### config.mk
export PLATFORM = sky130hd
export DESIGN_NAME = vram_text_arbiter_flat
export DESIGN_NICKNAME = d
export VERILOG_FILES = /design/src/rtl/vram_text_arbiter_if.sv /design/src/rtl/vram_text_arbiter.sv /design/src/flat_wrapper.sv
export SDC_FILE = /design/constraint.sdc
export NUM_CORES = 1
export LEC_CHECK = 0
export CORE_MARGIN = 5
export CORE_UTILIZATION = 35
export DETAILED_ROUTE_END_ITERATION = 10
export PLACE_DENSITY = 0.78
export SLEW_MARGIN = 0
export SYNTH_ARGS = -nofsm -noshare
export SYNTH_HDL_FRONTEND = slang
export SYNTH_SLANG_ARGS = --single-unit
### constraint.sdc
create_clock -name clk -period 2.4 [get_ports clk]
set_clock_uncertainty 0.1 [all_clocks]
set_input_delay 0.48 -clock clk [delete_from_list [all_inputs] [get_ports clk]]
set_output_delay 0.48 -clock clk [all_outputs]
set_load 0.05 [all_outputs]
### src/rtl/vram_text_arbiter_if.sv
// Bundled display-fetch, CPU MMIO, clear-control and VRAM macro signals of the text VRAM arbiter.
// master = requesters plus the VRAM macro, slave = the arbiter itself.
interface vram_text_arbiter_if #(
   parameter int AW = 12
);
   logic          disp_req;
   logic [AW-1:0] disp_addr;
   logic          disp_gnt;
   logic          disp_rvalid;
   logic [7:0]    disp_rdata;
   logic          cpu_valid;
   logic          cpu_we;
   logic [AW-1:0] cpu_addr;
   logic [7:0]    cpu_wdata;
   logic          cpu_ready;
   logic          cpu_rvalid;
   logic [7:0]    cpu_rdata;
   logic          clr_start;
   logic          clr_busy;
   logic          oob_err;
   logic          ram_en;
   logic          ram_we;
   logic [AW-1:0] ram_addr;
   logic [7:0]    ram_wdata;
   logic [7:0]    ram_rdata;

   modport master (
      output disp_req, disp_addr, cpu_valid, cpu_we, cpu_addr, cpu_wdata, clr_start, ram_rdata,
      input  disp_gnt, disp_rvalid, disp_rdata, cpu_ready, cpu_rvalid, cpu_rdata,
             clr_busy, oob_err, ram_en, ram_we, ram_addr, ram_wdata
   );

   modport slave (
      input  disp_req, disp_addr, cpu_valid, cpu_we, cpu_addr, cpu_wdata, clr_start, ram_rdata,
      output disp_gnt, disp_rvalid, disp_rdata, cpu_ready, cpu_rvalid, cpu_rdata,
             clr_busy, oob_err, ram_en, ram_we, ram_addr, ram_wdata
   );
endinterface

### src/rtl/vram_text_arbiter.sv
// Single-port text VRAM arbiter: display > CPU (streak-limited) > background clear engine.
// Define VRAM_ARB_STATS_EN to add saturating stall counters stat_cpu_stall / stat_disp_stall.
module vram_text_arbiter #(
   parameter int         CELLS      = 2400,
   parameter int         AW         = 12,
   parameter int         MAX_STREAK = 4,
   parameter logic [7:0] FILL_CHAR  = 8'h20
) (
   input  logic                 clk,
   input  logic                 rst,
   vram_text_arbiter_if.slave   bus
`ifdef VRAM_ARB_STATS_EN
   ,
   output logic [15:0]          stat_cpu_stall,
   output logic [15:0]          stat_disp_stall
`endif
);

   localparam int            SW         = $clog2(MAX_STREAK + 1);
   localparam logic [AW-1:0] LAST_CELL  = AW'(CELLS - 1);
   localparam logic [SW-1:0] STREAK_MAX = SW'(MAX_STREAK);

   typedef enum logic       {S_IDLE, S_CLEAR} state_e;
   typedef enum logic [1:0] {OWN_NONE, OWN_DISP, OWN_CPU, OWN_FILL} own_e;

   state_e        state_q, state_d;
   own_e          own_q, own_d;
   logic [AW-1:0] ptr_q, ptr_d;
   logic [SW-1:0] streak_q, streak_d;

   logic          disp_gnt, cpu_gnt, clr_gnt, in_range;

   assign in_range = (bus.cpu_addr <= LAST_CELL);

   always_comb begin
      disp_gnt      = 1'b0;
      cpu_gnt       = 1'b0;
      clr_gnt       = 1'b0;
      bus.ram_en    = 1'b0;
      bus.ram_we    = 1'b0;
      bus.ram_addr  = '0;
      bus.ram_wdata = '0;
      bus.oob_err   = 1'b0;
      own_d         = OWN_NONE;
      state_d       = state_q;
      ptr_d         = ptr_q;
      streak_d      = streak_q;
      if (!rst) begin
         // Display yields for exactly one cycle once the CPU has waited MAX_STREAK grants.
         if (bus.disp_req && !(bus.cpu_valid && streak_q == STREAK_MAX)) begin
            disp_gnt     = 1'b1;
            bus.ram_en   = 1'b1;
            bus.ram_addr = bus.disp_addr;
            own_d        = OWN_DISP;
         end else if (bus.cpu_valid) begin
            cpu_gnt = 1'b1;
            if (in_range) begin
               bus.ram_en    = 1'b1;
               bus.ram_we    = bus.cpu_we;
               bus.ram_addr  = bus.cpu_addr;
               bus.ram_wdata = bus.cpu_wdata;
               if (!bus.cpu_we) own_d = OWN_CPU;
            end else begin
               bus.oob_err = 1'b1;
               if (!bus.cpu_we) own_d = OWN_FILL;
            end
         end else if (state_q == S_CLEAR) begin
            clr_gnt       = 1'b1;
            bus.ram_en    = 1'b1;
            bus.ram_we    = 1'b1;
            bus.ram_addr  = ptr_q;
            bus.ram_wdata = FILL_CHAR;
         end

         if (!bus.cpu_valid || cpu_gnt)
            streak_d = '0;
         else if (disp_gnt && streak_q != STREAK_MAX)
            streak_d = streak_q + SW'(1);

         case (state_q)
            S_IDLE: begin
               if (bus.clr_start) begin
                  state_d = S_CLEAR;
                  ptr_d   = '0;
               end
            end
            S_CLEAR: begin
               if (bus.clr_start)
                  ptr_d = '0;
               else if (clr_gnt) begin
                  if (ptr_q == LAST_CELL) state_d = S_IDLE;
                  else                    ptr_d   = ptr_q + AW'(1);
               end
            end
            default: state_d = S_IDLE;
         endcase
      end
   end

   always_ff @(posedge clk) begin
      if (rst) begin
         state_q  <= S_IDLE;
         own_q    <= OWN_NONE;
         ptr_q    <= '0;
         streak_q <= '0;
      end else begin
         state_q  <= state_d;
         own_q    <= own_d;
         ptr_q    <= ptr_d;
         streak_q <= streak_d;
      end
   end

   // Registered state is masked during reset so every output reads 0 in that cycle.
   assign bus.disp_gnt    = disp_gnt;
   assign bus.cpu_ready   = cpu_gnt;
   assign bus.clr_busy    = !rst && (state_q == S_CLEAR);
   assign bus.disp_rvalid = !rst && (own_q == OWN_DISP);
   assign bus.disp_rdata  = bus.disp_rvalid ? bus.ram_rdata : 8'h00;
   assign bus.cpu_rvalid  = !rst && (own_q == OWN_CPU || own_q == OWN_FILL);
   assign bus.cpu_rdata   = rst                ? 8'h00         :
                            (own_q == OWN_CPU)  ? bus.ram_rdata :
                            (own_q == OWN_FILL) ? FILL_CHAR     : 8'h00;

`ifdef VRAM_ARB_STATS_EN
   logic [15:0] cpu_stall_q, disp_stall_q;

   always_ff @(posedge clk) begin
      if (rst) begin
         cpu_stall_q  <= '0;
         disp_stall_q <= '0;
      end else begin
         if (bus.cpu_valid && !cpu_gnt && cpu_stall_q != 16'hFFFF)
            cpu_stall_q <= cpu_stall_q + 16'd1;
         if (bus.disp_req && !disp_gnt && disp_stall_q != 16'hFFFF)
            disp_stall_q <= disp_stall_q + 16'd1;
      end
   end

   assign stat_cpu_stall  = cpu_stall_q;
   assign stat_disp_stall = disp_stall_q;
`endif

endmodule

### src/flat_wrapper.sv
// flat-port wrapper written by rule: the top's interface ports become plain ports
module vram_text_arbiter_flat 
#(
   parameter int         CELLS      = 2400,
   parameter int         AW         = 12,
   parameter int         MAX_STREAK = 4,
   parameter logic [7:0] FILL_CHAR  = 8'h20
)
  (clk, rst, bus_disp_req, bus_disp_addr, bus_cpu_valid, bus_cpu_we, bus_cpu_addr, bus_cpu_wdata, bus_clr_start, bus_ram_rdata, bus_disp_gnt, bus_disp_rvalid, bus_disp_rdata, bus_cpu_ready, bus_cpu_rvalid, bus_cpu_rdata, bus_clr_busy, bus_oob_err, bus_ram_en, bus_ram_we, bus_ram_addr, bus_ram_wdata);
  vram_text_arbiter_if #(.AW(AW)) bus_i ();
  input  logic clk;
  input  logic rst;
  input wire logic [$bits(bus_i.disp_req)-1:0] bus_disp_req;
  input wire logic [$bits(bus_i.disp_addr)-1:0] bus_disp_addr;
  input wire logic [$bits(bus_i.cpu_valid)-1:0] bus_cpu_valid;
  input wire logic [$bits(bus_i.cpu_we)-1:0] bus_cpu_we;
  input wire logic [$bits(bus_i.cpu_addr)-1:0] bus_cpu_addr;
  input wire logic [$bits(bus_i.cpu_wdata)-1:0] bus_cpu_wdata;
  input wire logic [$bits(bus_i.clr_start)-1:0] bus_clr_start;
  input wire logic [$bits(bus_i.ram_rdata)-1:0] bus_ram_rdata;
  output wire logic [$bits(bus_i.disp_gnt)-1:0] bus_disp_gnt;
  output wire logic [$bits(bus_i.disp_rvalid)-1:0] bus_disp_rvalid;
  output wire logic [$bits(bus_i.disp_rdata)-1:0] bus_disp_rdata;
  output wire logic [$bits(bus_i.cpu_ready)-1:0] bus_cpu_ready;
  output wire logic [$bits(bus_i.cpu_rvalid)-1:0] bus_cpu_rvalid;
  output wire logic [$bits(bus_i.cpu_rdata)-1:0] bus_cpu_rdata;
  output wire logic [$bits(bus_i.clr_busy)-1:0] bus_clr_busy;
  output wire logic [$bits(bus_i.oob_err)-1:0] bus_oob_err;
  output wire logic [$bits(bus_i.ram_en)-1:0] bus_ram_en;
  output wire logic [$bits(bus_i.ram_we)-1:0] bus_ram_we;
  output wire logic [$bits(bus_i.ram_addr)-1:0] bus_ram_addr;
  output wire logic [$bits(bus_i.ram_wdata)-1:0] bus_ram_wdata;
  assign bus_i.disp_req = bus_disp_req;
  assign bus_i.disp_addr = bus_disp_addr;
  assign bus_i.cpu_valid = bus_cpu_valid;
  assign bus_i.cpu_we = bus_cpu_we;
  assign bus_i.cpu_addr = bus_cpu_addr;
  assign bus_i.cpu_wdata = bus_cpu_wdata;
  assign bus_i.clr_start = bus_clr_start;
  assign bus_i.ram_rdata = bus_ram_rdata;
  assign bus_disp_gnt = bus_i.disp_gnt;
  assign bus_disp_rvalid = bus_i.disp_rvalid;
  assign bus_disp_rdata = bus_i.disp_rdata;
  assign bus_cpu_ready = bus_i.cpu_ready;
  assign bus_cpu_rvalid = bus_i.cpu_rvalid;
  assign bus_cpu_rdata = bus_i.cpu_rdata;
  assign bus_clr_busy = bus_i.clr_busy;
  assign bus_oob_err = bus_i.oob_err;
  assign bus_ram_en = bus_i.ram_en;
  assign bus_ram_we = bus_i.ram_we;
  assign bus_ram_addr = bus_i.ram_addr;
  assign bus_ram_wdata = bus_i.ram_wdata;
  vram_text_arbiter #(.CELLS(CELLS), .AW(AW), .MAX_STREAK(MAX_STREAK), .FILL_CHAR(FILL_CHAR)) u_core (.clk(clk), .rst(rst), .bus(bus_i));
endmodule
==> results of run 1 <==
[state kept, by name (all words and copies together) (netlist names)]
name,cells
u_core.ptr_q,12
u_core.streak_q,3
u_core.own_q,2
u_core.state_q,1
[through the flow]
stage / cells / power (W) / instance area [um^2] / util [%] / setup TNS (ps)
floorplan: 197 / 0.000516 / 1570 / - / -1340
global placement: 372 / 0.000787 / 3270 / 81.7 / -6500
detailed placement: 372 / 0.000799 / 3270 / 81.7 / -8170
CTS: 375 / 0.00106 / 3380 / 84.6 / -260
global route: 377 / 0.00114 / 3560 / 89.0 / -398
finish: 377 / 0.00111 / 3560 / 89.0 / -93.6
[worst max-delay path, stage by stage]
cell      delay, ps
buf_2           120
o21a_1          200
a311oi_4        240
buf_4           220
a21oi_1          90
nor3_1          200
buf_4           170
buf_12          130
[area by class of cell]
cell class	instances	share of cell area, %
Inverter	6	0.633
Multi-Input combinational cell	163	38.1
Tap cell	50	1.76
Sequential cell	18	10.2
Clock buffer	4	1.55
Timing Repair Buffer	136	47.8
[metal layers]
layer | routed length, um | global-route usage [%]
met2 | 4650 | 48.1
met1 | 3280 | 28.5
met3 | 955 | 3.78
met5 | 0 | 0
met4 | 614 | 10.9
[logic make-up (layout without fill, tap and decap cells)]
kind of cell,Yosys count,count (layout),share of synthesized area (%)
DFF,18,18,25.0
buffers and inverters,16,146,4.42
AOI/OAI and AO/OA,34,34,19.9
muxes,1,1,0.694
xor gates and xnor gates,5,5,3.04
and+or+nand+nor,120,120,44.4
adders and majority gates,3,3,2.60
[report_power, final]
part	switching [W]	internal, W	leakage [nW]
logic	0.000277	0.000271	1.23
registers	0.00000534	0.000303	0.147
clock network	0.000108	0.000146	0.0288
[Yosys cell counts, drive strengths merged, types with 2 or more instances]
cell and count:
a311oi 4, a21oi 5, nor3 17, clkbuf 7, o211ai 2, nor2 35, ha 3, a221oi 9
nand2b 4, buf 3, or2 2, nand3b 2, nor3b 3, a21o 2, xnor2 4, o41ai 2
nor2b 2, dfxtp 18, nand3 8, o31ai 3, nor4 3, and2 23, inv 6, nand2 12
nand4 2
[path summary, 6_finish.rpt]
kind                                         start            endpoint  slack [ps]
worst max register to register     u_core.ptr_q[1]     u_core.ptr_q[4]         190
worst min register to register  u_core.streak_q[0]  u_core.streak_q[0]         430
worst min-delay path            u_core.streak_q[0]  u_core.streak_q[0]         430
worst max-delay path               bus_cpu_addr[9]          bus_ram_we         -30
[timing repair]
| action | in CTS | in global routing |
|---|---|---|
| pin swaps | 13 | 13 |
| cloned | 1 | 1 |
| gates resized for setup | 61 | 35 |
| endpoints found under the setup margin | 31 | 22 |
| buffers inserted | 0 | 4 |
==> flow_metrics.py, run 1 <==
metrics = {
    "clocking": {
        "htree_levels": 1,
        "cts.clk_slew.worst_paths_ps": 70,
        "clockRootBuffer": "clkbuf_8",
        "clk_latency_ps": 260,
        "cts_tree": "done",
        "cts_made_buffers": 3,
        "cts_buffer_depth": 2,
        "cts_sinks": 18,
        "holdBufCountCts": 0,
    },
    "timing": {
        "worst_slack_ps": -32.5,
        "period_share_pct": 101,
        "tightest_slew_ps": 519,
        "period_needed_ps": 2430,
        "finalSetupViolCount": 8,
        "max_clock_freq_mhz": 411,
        "finalHoldViolCount": 0,
        "maxSlewViolCount": 0,
        "rsz0062_at_grt": "true",
        "hold_ws_ps": 430,
        "slew_headroom_pct": 65.1,
    },
    "synth": {
        "synth_seq_area_share_pct": 25.0,
        "yosys-top-cells-area": "dfxtp_1 25%, and2_1 9.5%, nor2_1 9.1%",
        "synth_area_mm2": 0.00144,
        "synth_edf_count": 0,
        "ys_types": 46,
        "ys_ff_latch": 18,
        "synth-main-ff-cell": "dfxtp_1",
        "syn_nets": 246,
        "yosys_warnings": 0,
        "synth_top_area_share_pct": 25.0,
        "yosysTopAreaCell": "dfxtp_1",
        "syn_inst": 197,
        "avgSynthCellArea_um2": 7.32,
        "synthArstFlopShare_pct": 0,
    },
    "worst_setup_path": {
        "start_kind": "primary input",
        "cp.arrival_ps": 1850,
        "reg2regPathDepth": 5,
        "critPathMaxFanout": 6,
        "cp_data_required_time_ps": 1820,
        "path_class": "in -> out",
        "endpoint_kind": "output pin",
    },
    "status": {
        "violations": "negative setup slack",
        "status": "finished with violations",
    },
    "placed_design": {
        "place_ws_ps": -443,
        "dpl.hpwl_mm": 5.57,
        "numPortBuffers": 89,
        "place_congestion": 0.904,
    },
    "detailed_routing": {
        "dr.pass1.iters": 5,
        "drt_iter0_markers": 261,
        "vias_per_cell": 6.35,
        "antenna_left": 0,
        "routed_wl_mm": 9.50,
        "wl_per_cell_um": 25.2,
        "vias": 2395,
        "drc": 0,
    },
    "pwr": {
        "ir_worst_vdd_v": 0.000330,
        "powerDensity_mw_per_mm2": 312,
        "p_leak_nw": 1.40,
    },
    "final_layout": {
        "multi_input_area_mm2": 0.00136,
        "regArea_um2": 363,
        "layout_commonest_cell": "buf_12",
        "diodes": 0,
        "mostFrequentLayoutCells": "43 x buf_12, 41 x buf_4, 35 x clkdlybuf4s50_1",
        "fill_cells": 139,
        "area_growth_pct": 147,
        "nets": 377,
        "drive_gt1_share_pct": 49.2,
    },
    "floorplan": {
        "die_x_um": 74.2,
        "fp.dieH_um": 74.2,
        "num_rows": 23,
        "start_util_pct": 36.1,
        "io_pins": 90,
        "core_mm2": 0.00400,
        "die_area_mm2": 0.00551,
    },
    "grt": {
        "gr-total-overflow": 0,
        "first_global_vias": 2063,
        "grt_pass1_wl_mm": 10.7,
        "grt.total_usage_pct": 25.6,
        "grt_max_degree": 15,
        "grt_antenna_before_repair": 0,
    },
    "worst_hold_path": {
        "hold_class": "reg -> reg",
        "holdPathStages": 2,
    },
    "flow_run": {
        "cap_viol_max_count": 0,
    },
}
Note: power is estimated with default switching activity, not from simulation.
==> run 2: changes to the inputs <==
--- a/config.mk
+++ b/config.mk
@@ -5,7 +5,7 @@
 export SDC_FILE = /design/constraint.sdc
 export NUM_CORES = 1
 export LEC_CHECK = 0
-export CORE_MARGIN = 5
+export CORE_MARGIN = 4
 export CORE_UTILIZATION = 35
 export DETAILED_ROUTE_END_ITERATION = 10
 export PLACE_DENSITY = 0.78
==> run 2 against run 1 <==
Net effect:
- the run still ends with negative setup slack left
- highest routed layer unchanged
- largest cell class unchanged
- count of clock-buffer cells in the layout stayed put
- setup slack worse by 72 ps
- non-clock buffer count up 3
==> flow_metrics.py, run 2 (synthesized netlist as in run 1, its figures left out) <==
metrics = {
    "status": {
        "status": "finished with violations",
        "violations": "negative setup slack",
    },
    "clocking": {
        "clk_latency_ps": 260,
        "cts_tree": "done",
        "htree_levels": 1,
        "cts.clk_slew.worst_paths_ps": 80,
        "holdBufCountCts": 0,
        "cts_sinks": 18,
        "cts_buffer_depth": 2,
        "clockRootBuffer": "clkbuf_8",
        "cts_made_buffers": 3,
    },
    "flow_run": {
        "cap_viol_max_count": 0,
    },
    "pwr": {
        "p_leak_nw": 1.44,
        "p_sw_share_pct": 36.0,
        "clockPowerShare_pct": 22.5,
        "p_int_w": 0.000736,
        "ir_worst_vdd_v": 0.000479,
        "power_w": 0.00115,
        "powerDensity_mw_per_mm2": 315,
        "seqPwrFrac_pct": 26.9,
        "pwr-share-comb_pct": 50.6,
        "switchingPower_w": 0.000415,
    },
    "worst_hold_path": {
        "holdPathStages": 1,
        "hold_start": "u_core.streak_q[0]",
        "worst_hold_path.endpoint": "u_core.streak_q[0]",
        "hold_class": "reg -> reg",
    },
    "worst_setup_path": {
        "r2r_start": "u_core.ptr_q[2]",
        "rrSetupSlack_ps": 380,
        "cp_data_required_time_ps": 1820,
        "start_kind": "primary input",
        "reg2regPathDepth": 5,
        "path_class": "in -> out",
        "endpoint_kind": "output pin",
        "critPathMaxFanout": 6,
        "cp.arrival_ps": 1920,
        "reg2reg_to": "u_core.ptr_q[0]",
    },
    "final_layout": {
        "layout_commonest_cell": "buf_12",
        "top_regs": "u_core.ptr_q x12, u_core.streak_q x3, u_core.own_q x2",
        "fin_cells": 380,
        "nets": 380,
        "area_growth_pct": 154,
        "mostFrequentLayoutCells": "46 x buf_12, 35 x clkdlybuf4s50_1, 34 x buf_4",
        "largest_register_ffs": 12,
        "regMostFlops": "u_core.ptr_q",
        "drive_gt1_share_pct": 50.6,
        "post-route-util_pct": 91.4,
        "diodes": 0,
    },
    "detailed_routing": {
        "drc": 0,
        "vias": 2474,
        "drt_iter0_markers": 266,
        "antenna_left": 0,
        "vias_per_cell": 6.51,
        "dr.pass1.iters": 5,
        "routed_wl_mm": 10.6,
        "wl_per_cell_um": 27.9,
    },
    "timing": {
        "slew_headroom_pct": 64.9,
        "tns_ps": -553,
        "rsz0062_at_grt": "true",
        "max_clock_freq_mhz": 399,
        "tightest_slew_ps": 522,
        "finalHoldViolCount": 0,
        "maxSlewViolCount": 0,
        "period_share_pct": 104,
        "finalSetupViolCount": 15,
        "worst_slack_ps": -104,
        "period_needed_ps": 2500,
    },
    "grt": {
        "grt.total_usage_pct": 33.9,
        "grt_pass1_wl_mm": 13.4,
        "gr-total-overflow": 0,
        "grt_max_degree": 16,
        "first_global_vias": 2358,
        "grt_antenna_before_repair": 0,
    },
    "placed_design": {
        "dp_cells": 374,
        "numPortBuffers": 89,
        "place_ws_ps": -463,
        "place_congestion": 0.908,
        "dpl.hpwl_mm": 5.67,
    },
    "floorplan": {
        "io_pins": 90,
        "fp.dieH_um": 72.2,
        "die_x_um": 72.2,
        "core_mm2": 0.00400,
        "die_area_mm2": 0.00521,
        "num_rows": 23,
        "start_util_pct": 36.1,
    },
}
run 2: cell types whose count changed in the layout (fill, tap and decap cells not counted), sizes merged:
| cell | previous run | this run |
|---|---|---|
| dlygate4sd2 | 2 | 1 |
| clkbuf | 6 | 5 |
| clkdlybuf4s15 | 1 | 0 |
| dlymetal6s2s | 0 | 1 |
| buf | 96 | 101 |
run 2: layout make-up:
class / count / area [um^2]
Inverter: 6 / 22.5
Multi-Input combinational cell: 163 / 1370
Clock buffer: 4 / 55.1
Fill cell: 123 / 343
Timing Repair Buffer: 139 / 1780
Tap cell: 50 / 62.6
Sequential cell: 18 / 363
run 2: stage by stage:
step                      instance area (um^2)  hold WS, ps
after floorplan                           1570          325
after global placement                    3290          337
after detailed placement                  3290          368
after CTS                                 3510          337
after global routing                      3660          374
final                                     3660          375
run 2: worst max-delay path by stage:
stage | cells past startpoint | startpoint | to | slack [ps]
finish | 9 | bus_cpu_addr[6] | bus_ram_en | -100
global route | 8 | bus_cpu_addr[9] | bus_ram_addr[11] | -150
CTS | 9 | bus_cpu_addr[9] | bus_ram_wdata[5] | -30
detailed placement | 9 | bus_cpu_addr[5] | bus_ram_wdata[5] | -460
global placement | 8 | bus_cpu_addr[5] | bus_ram_wdata[3] | -360
floorplan | 5 | bus_cpu_addr[5] | bus_ram_wdata[5] | -540
run 2: power by group through the flow:
| stage | logic (W) | registers (W) | clock network [W] |
|---|---|---|---|
| 2_1_floorplan | 0.000203 | 0.000313 | 0 |
| 3_3_place_gp | 0.000478 | 0.000313 | 0 |
| 3_5_place_dp | 0.000492 | 0.000314 | 0 |
| 4_1_cts | 0.000522 | 0.000307 | 0.000258 |
| 5_1_grt | 0.000592 | 0.000309 | 0.000270 |
| 6_report | 0.000582 | 0.000310 | 0.000259 |
run 2: layer usage:
| layer | global-route usage, % | vias to the layer above | wire length (um) |
|---|---|---|---|
| met1 | 37.4 | 1161 | 3720 |
| met4 | 18.6 | 0 | 797 |
| met5 | 0 | - | 0 |
| met3 | 4.85 | 82 | 988 |
| met2 | 61.8 | 247 | 5100 |
| li1 | - | 984 | - |
run 2: what timing repair did:
| action | CTS | global route |
|---|---|---|
| cloned | 2 | 0 |
| pin swaps | 17 | 18 |
| setup buffers | 6 | 2 |
| gates resized for setup | 71 | 36 |
| endpoints found under the setup margin | 24 | 36 |
| hold endpoints to repair | 0 | 0 |
run 2: worst max-delay path: stages:
cell and delay [ps]:
buf_6 100, a21o_4 220, a311oi_4 280, buf_6 200
buf_6 110, buf_6 90, nor3_4 40, nor2_2 230
buf_12 180
==> run 3: changes to the inputs <==
--- a/config.mk
+++ b/config.mk
@@ -9,6 +9,7 @@
 export CORE_UTILIZATION = 35
 export DETAILED_ROUTE_END_ITERATION = 10
 export PLACE_DENSITY = 0.78
+export RECOVER_POWER = 100
 export SLEW_MARGIN = 0
 export SYNTH_ARGS = -nofsm -noshare
 export SYNTH_HDL_FRONTEND = slang
==> constraint.sdc (replaced) <==
create_clock -name clk -period 2.4 [get_ports clk]
set_clock_uncertainty 0.1 [all_clocks]
set_input_delay 0.36 -clock clk [delete_from_list [all_inputs] [get_ports clk]]
set_output_delay 0.36 -clock clk [all_outputs]
set_load 0.05 [all_outputs]
==> run 3 against run 2 <==
Net effect:
- the run now ends clean
- core utilization is 14 points lower
- global-route usage down 7.8 points
- total power is 13% lower
- die area is the same
- non-clock buffer count is 25 lower
- sequential cell count stayed put
- count of clock-buffer cells in the layout stayed put
- critical path depth decreased by 2
- first-iteration DRC count decreased by 56%
- wire length fell by 33%
- critical endpoint is now bus_ram_addr[4]
- largest cell class unchanged
- highest routed layer unchanged
==> flow_metrics.py, run 3 (synthesized netlist as in run 1, its figures left out) <==
metrics = {
    "placed_design": {
        "numPortBuffers": 89,
        "place_congestion": 0.884,
        "post_dp_cell_area_mm2": 0.00304,
        "dpl.hpwl_mm": 5.17,
        "place_ws_ps": -148,
    },
    "timing": {
        "worst_slack_ps": 11.3,
        "slew_headroom_pct": 50.0,
        "period_share_pct": 99.5,
        "period_needed_ps": 2390,
        "tns_ps": 0,
        "finalSetupViolCount": 0,
        "max_clock_freq_mhz": 419,
        "finalHoldViolCount": 0,
        "tightest_slew_ps": 742,
        "maxSlewViolCount": 0,
    },
    "worst_setup_path": {
        "reg2reg_to": "u_core.ptr_q[5]",
        "rrSetupSlack_ps": 210,
        "cp_data_required_time_ps": 1940,
        "endpoint_kind": "output pin",
        "path_class": "in -> out",
        "crit_slowest_cell": "a311oi_4",
        "critPathMaxFanout": 5,
        "path_cells": "dlygate4sd2_1, o21a_1, a311oi_4, buf_4, a221oi_1, nor3_2, buf_12",
        "start_kind": "primary input",
        "cpPeakStageDelay_ps": 310,
        "path_delay_family": "compound AO/OA/AOI/OAI gates",
        "cp.arrival_ps": 1930,
        "reg2regPathDepth": 5,
        "r2r_start": "u_core.ptr_q[1]",
        "cp_num_buf_inv": 3,
    },
    "detailed_routing": {
        "drt_iter0_markers": 118,
        "drc": 0,
        "dr.pass1.iters": 4,
        "vias_per_cell": 5.72,
        "routed_wl_mm": 7.13,
        "vias": 2029,
        "antenna_left": 0,
        "wl_per_cell_um": 20.1,
    },
    "clocking": {
        "htree_levels": 1,
        "cts.clk_slew.worst_paths_ps": 70,
        "clockRootBuffer": "clkbuf_8",
        "cts_buffer_depth": 2,
        "cts_made_buffers": 3,
        "cts_sinks": 18,
        "cts_tree": "done",
        "clk_latency_ps": 250,
    },
    "final_layout": {
        "drive_gt1_share_pct": 35.7,
        "diodes": 0,
        "postLayoutCellArea_mm2": 0.00309,
        "mostFrequentLayoutCells": "36 x clkdlybuf4s50_1, 35 x nor2_1, 33 x buf_12",
        "layout_commonest_cell": "clkdlybuf4s50_1",
        "top_regs": "u_core.ptr_q x12, u_core.streak_q x3, u_core.own_q x2",
        "regArea_um2": 360,
        "area_growth_pct": 114,
        "nets": 355,
        "largest_register_ffs": 12,
        "multi_input_area_mm2": 0.00120,
        "fill_cells": 244,
        "post-route-util_pct": 77.2,
        "regMostFlops": "u_core.ptr_q",
    },
    "grt": {
        "grt_antenna_before_repair": 0,
        "grt_max_degree": 19,
        "use_met3_pct": 3.74,
        "grt.total_usage_pct": 26.1,
        "gr-total-overflow": 0,
        "first_global_vias": 1952,
        "grt_pass1_wl_mm": 10.6,
        "use_met1_pct": 33.4,
        "grt_most_used_layer": "met2",
        "met2_usage_pct": 46.5,
    },
    "floorplan": {
        "core_mm2": 0.00400,
        "start_util_pct": 36.1,
        "fp.dieH_um": 72.2,
        "die_x_um": 72.2,
        "io_pins": 90,
        "die_area_mm2": 0.00521,
        "num_rows": 23,
    },
    "worst_hold_path": {
        "holdPathStages": 1,
        "worst_hold_path.endpoint": "u_core.streak_q[0]",
        "hold_class": "reg -> reg",
        "hold_start": "u_core.streak_q[0]",
    },
    "pwr": {
        "power_w": 0.00101,
        "powerDensity_mw_per_mm2": 326,
        "p_sw_share_pct": 33.9,
        "pwr-share-comb_pct": 44.8,
        "clockPowerShare_pct": 24.6,
        "switchingPower_w": 0.000341,
        "p_leak_nw": 1.21,
        "ir_worst_vdd_v": 0.000354,
        "p_int_w": 0.000666,
        "seqPwrFrac_pct": 30.6,
    },
    "flow_run": {
        "cap_viol_max_count": 0,
    },
    "status": {
        "status": "finished clean",
    },
}
[run 3: cell count changes in the layout (fill, tap and decap cells not counted), sizes merged]
| cell | delta |
|---|---|
| dlymetal6s2s | +2 |
| clkbuf | +6 |
| clkdlybuf4s50 | +1 |
| buf | -40 |
| dlygate4sd2 | +6 |
[run 3: cell type report]
class	count	share of cell area, %
flip-flops and latches	18	11.7
well taps	50	2.03
multi-input cells	163	38.9
inverters	6	0.730
clock buffers	4	1.78
repair buffers	114	44.9
[run 3: what timing repair did]
| item | CTS | global route |
|---|---|---|
| hold buffers | 0 | 0 |
| endpoints found under the hold margin | 0 | 0 |
| setup endpoints to repair | 20 | 21 |
| buffers inserted | 0 | 2 |
| cloned | 1 | 0 |
| pin swaps | 10 | 4 |
| gates resized for setup | 23 | 18 |
[run 3: stage by stage]
| stage | instances | hold slack, ps |
|---|---|---|
| 2_1_floorplan | 197 | 325 |
| 3_5_place_dp | 348 | 353 |
| 5_1_grt | 355 | 411 |
| 3_3_place_gp | 348 | 336 |
| 6_report | 355 | 380 |
| 4_1_cts | 353 | 363 |
[run 3: how the worst max path moves through the flow]
stage | startpoint | to | slack, ps | cells after the start
floorplan | u_core.streak_q[0] | bus_ram_addr[3] | -40 | 7
global placement | bus_cpu_addr[5] | bus_ram_addr[8] | -70 | 7
detailed placement | bus_cpu_addr[5] | bus_ram_addr[8] | -150 | 7
CTS | bus_cpu_valid | bus_ram_wdata[5] | 10 | 7
global route | bus_cpu_addr[9] | bus_ram_addr[4] | -50 | 7
finish | bus_cpu_addr[9] | bus_ram_addr[4] | 10 | 7
[run 3: power groups by stage]
| stage | registers, W | clock network [W] | logic, W |
|---|---|---|---|
| global route | 0.000308 | 0.000265 | 0.000471 |
| detailed placement | 0.000314 | 0 | 0.000438 |
| CTS | 0.000307 | 0.000251 | 0.000450 |
| global placement | 0.000314 | 0 | 0.000430 |
| floorplan | 0.000313 | 0 | 0.000190 |
| finish | 0.000308 | 0.000248 | 0.000451 |
[run 3: routing by layer]
| layer | share of wire, % | up-vias |
|---|---|---|
| met4 | 2.2 | 0 |
| met2 | 50 | 107 |
| met1 | 41 | 977 |
| met5 | 0 | - |
| li1 | - | 928 |
| met3 | 7.2 | 17 |
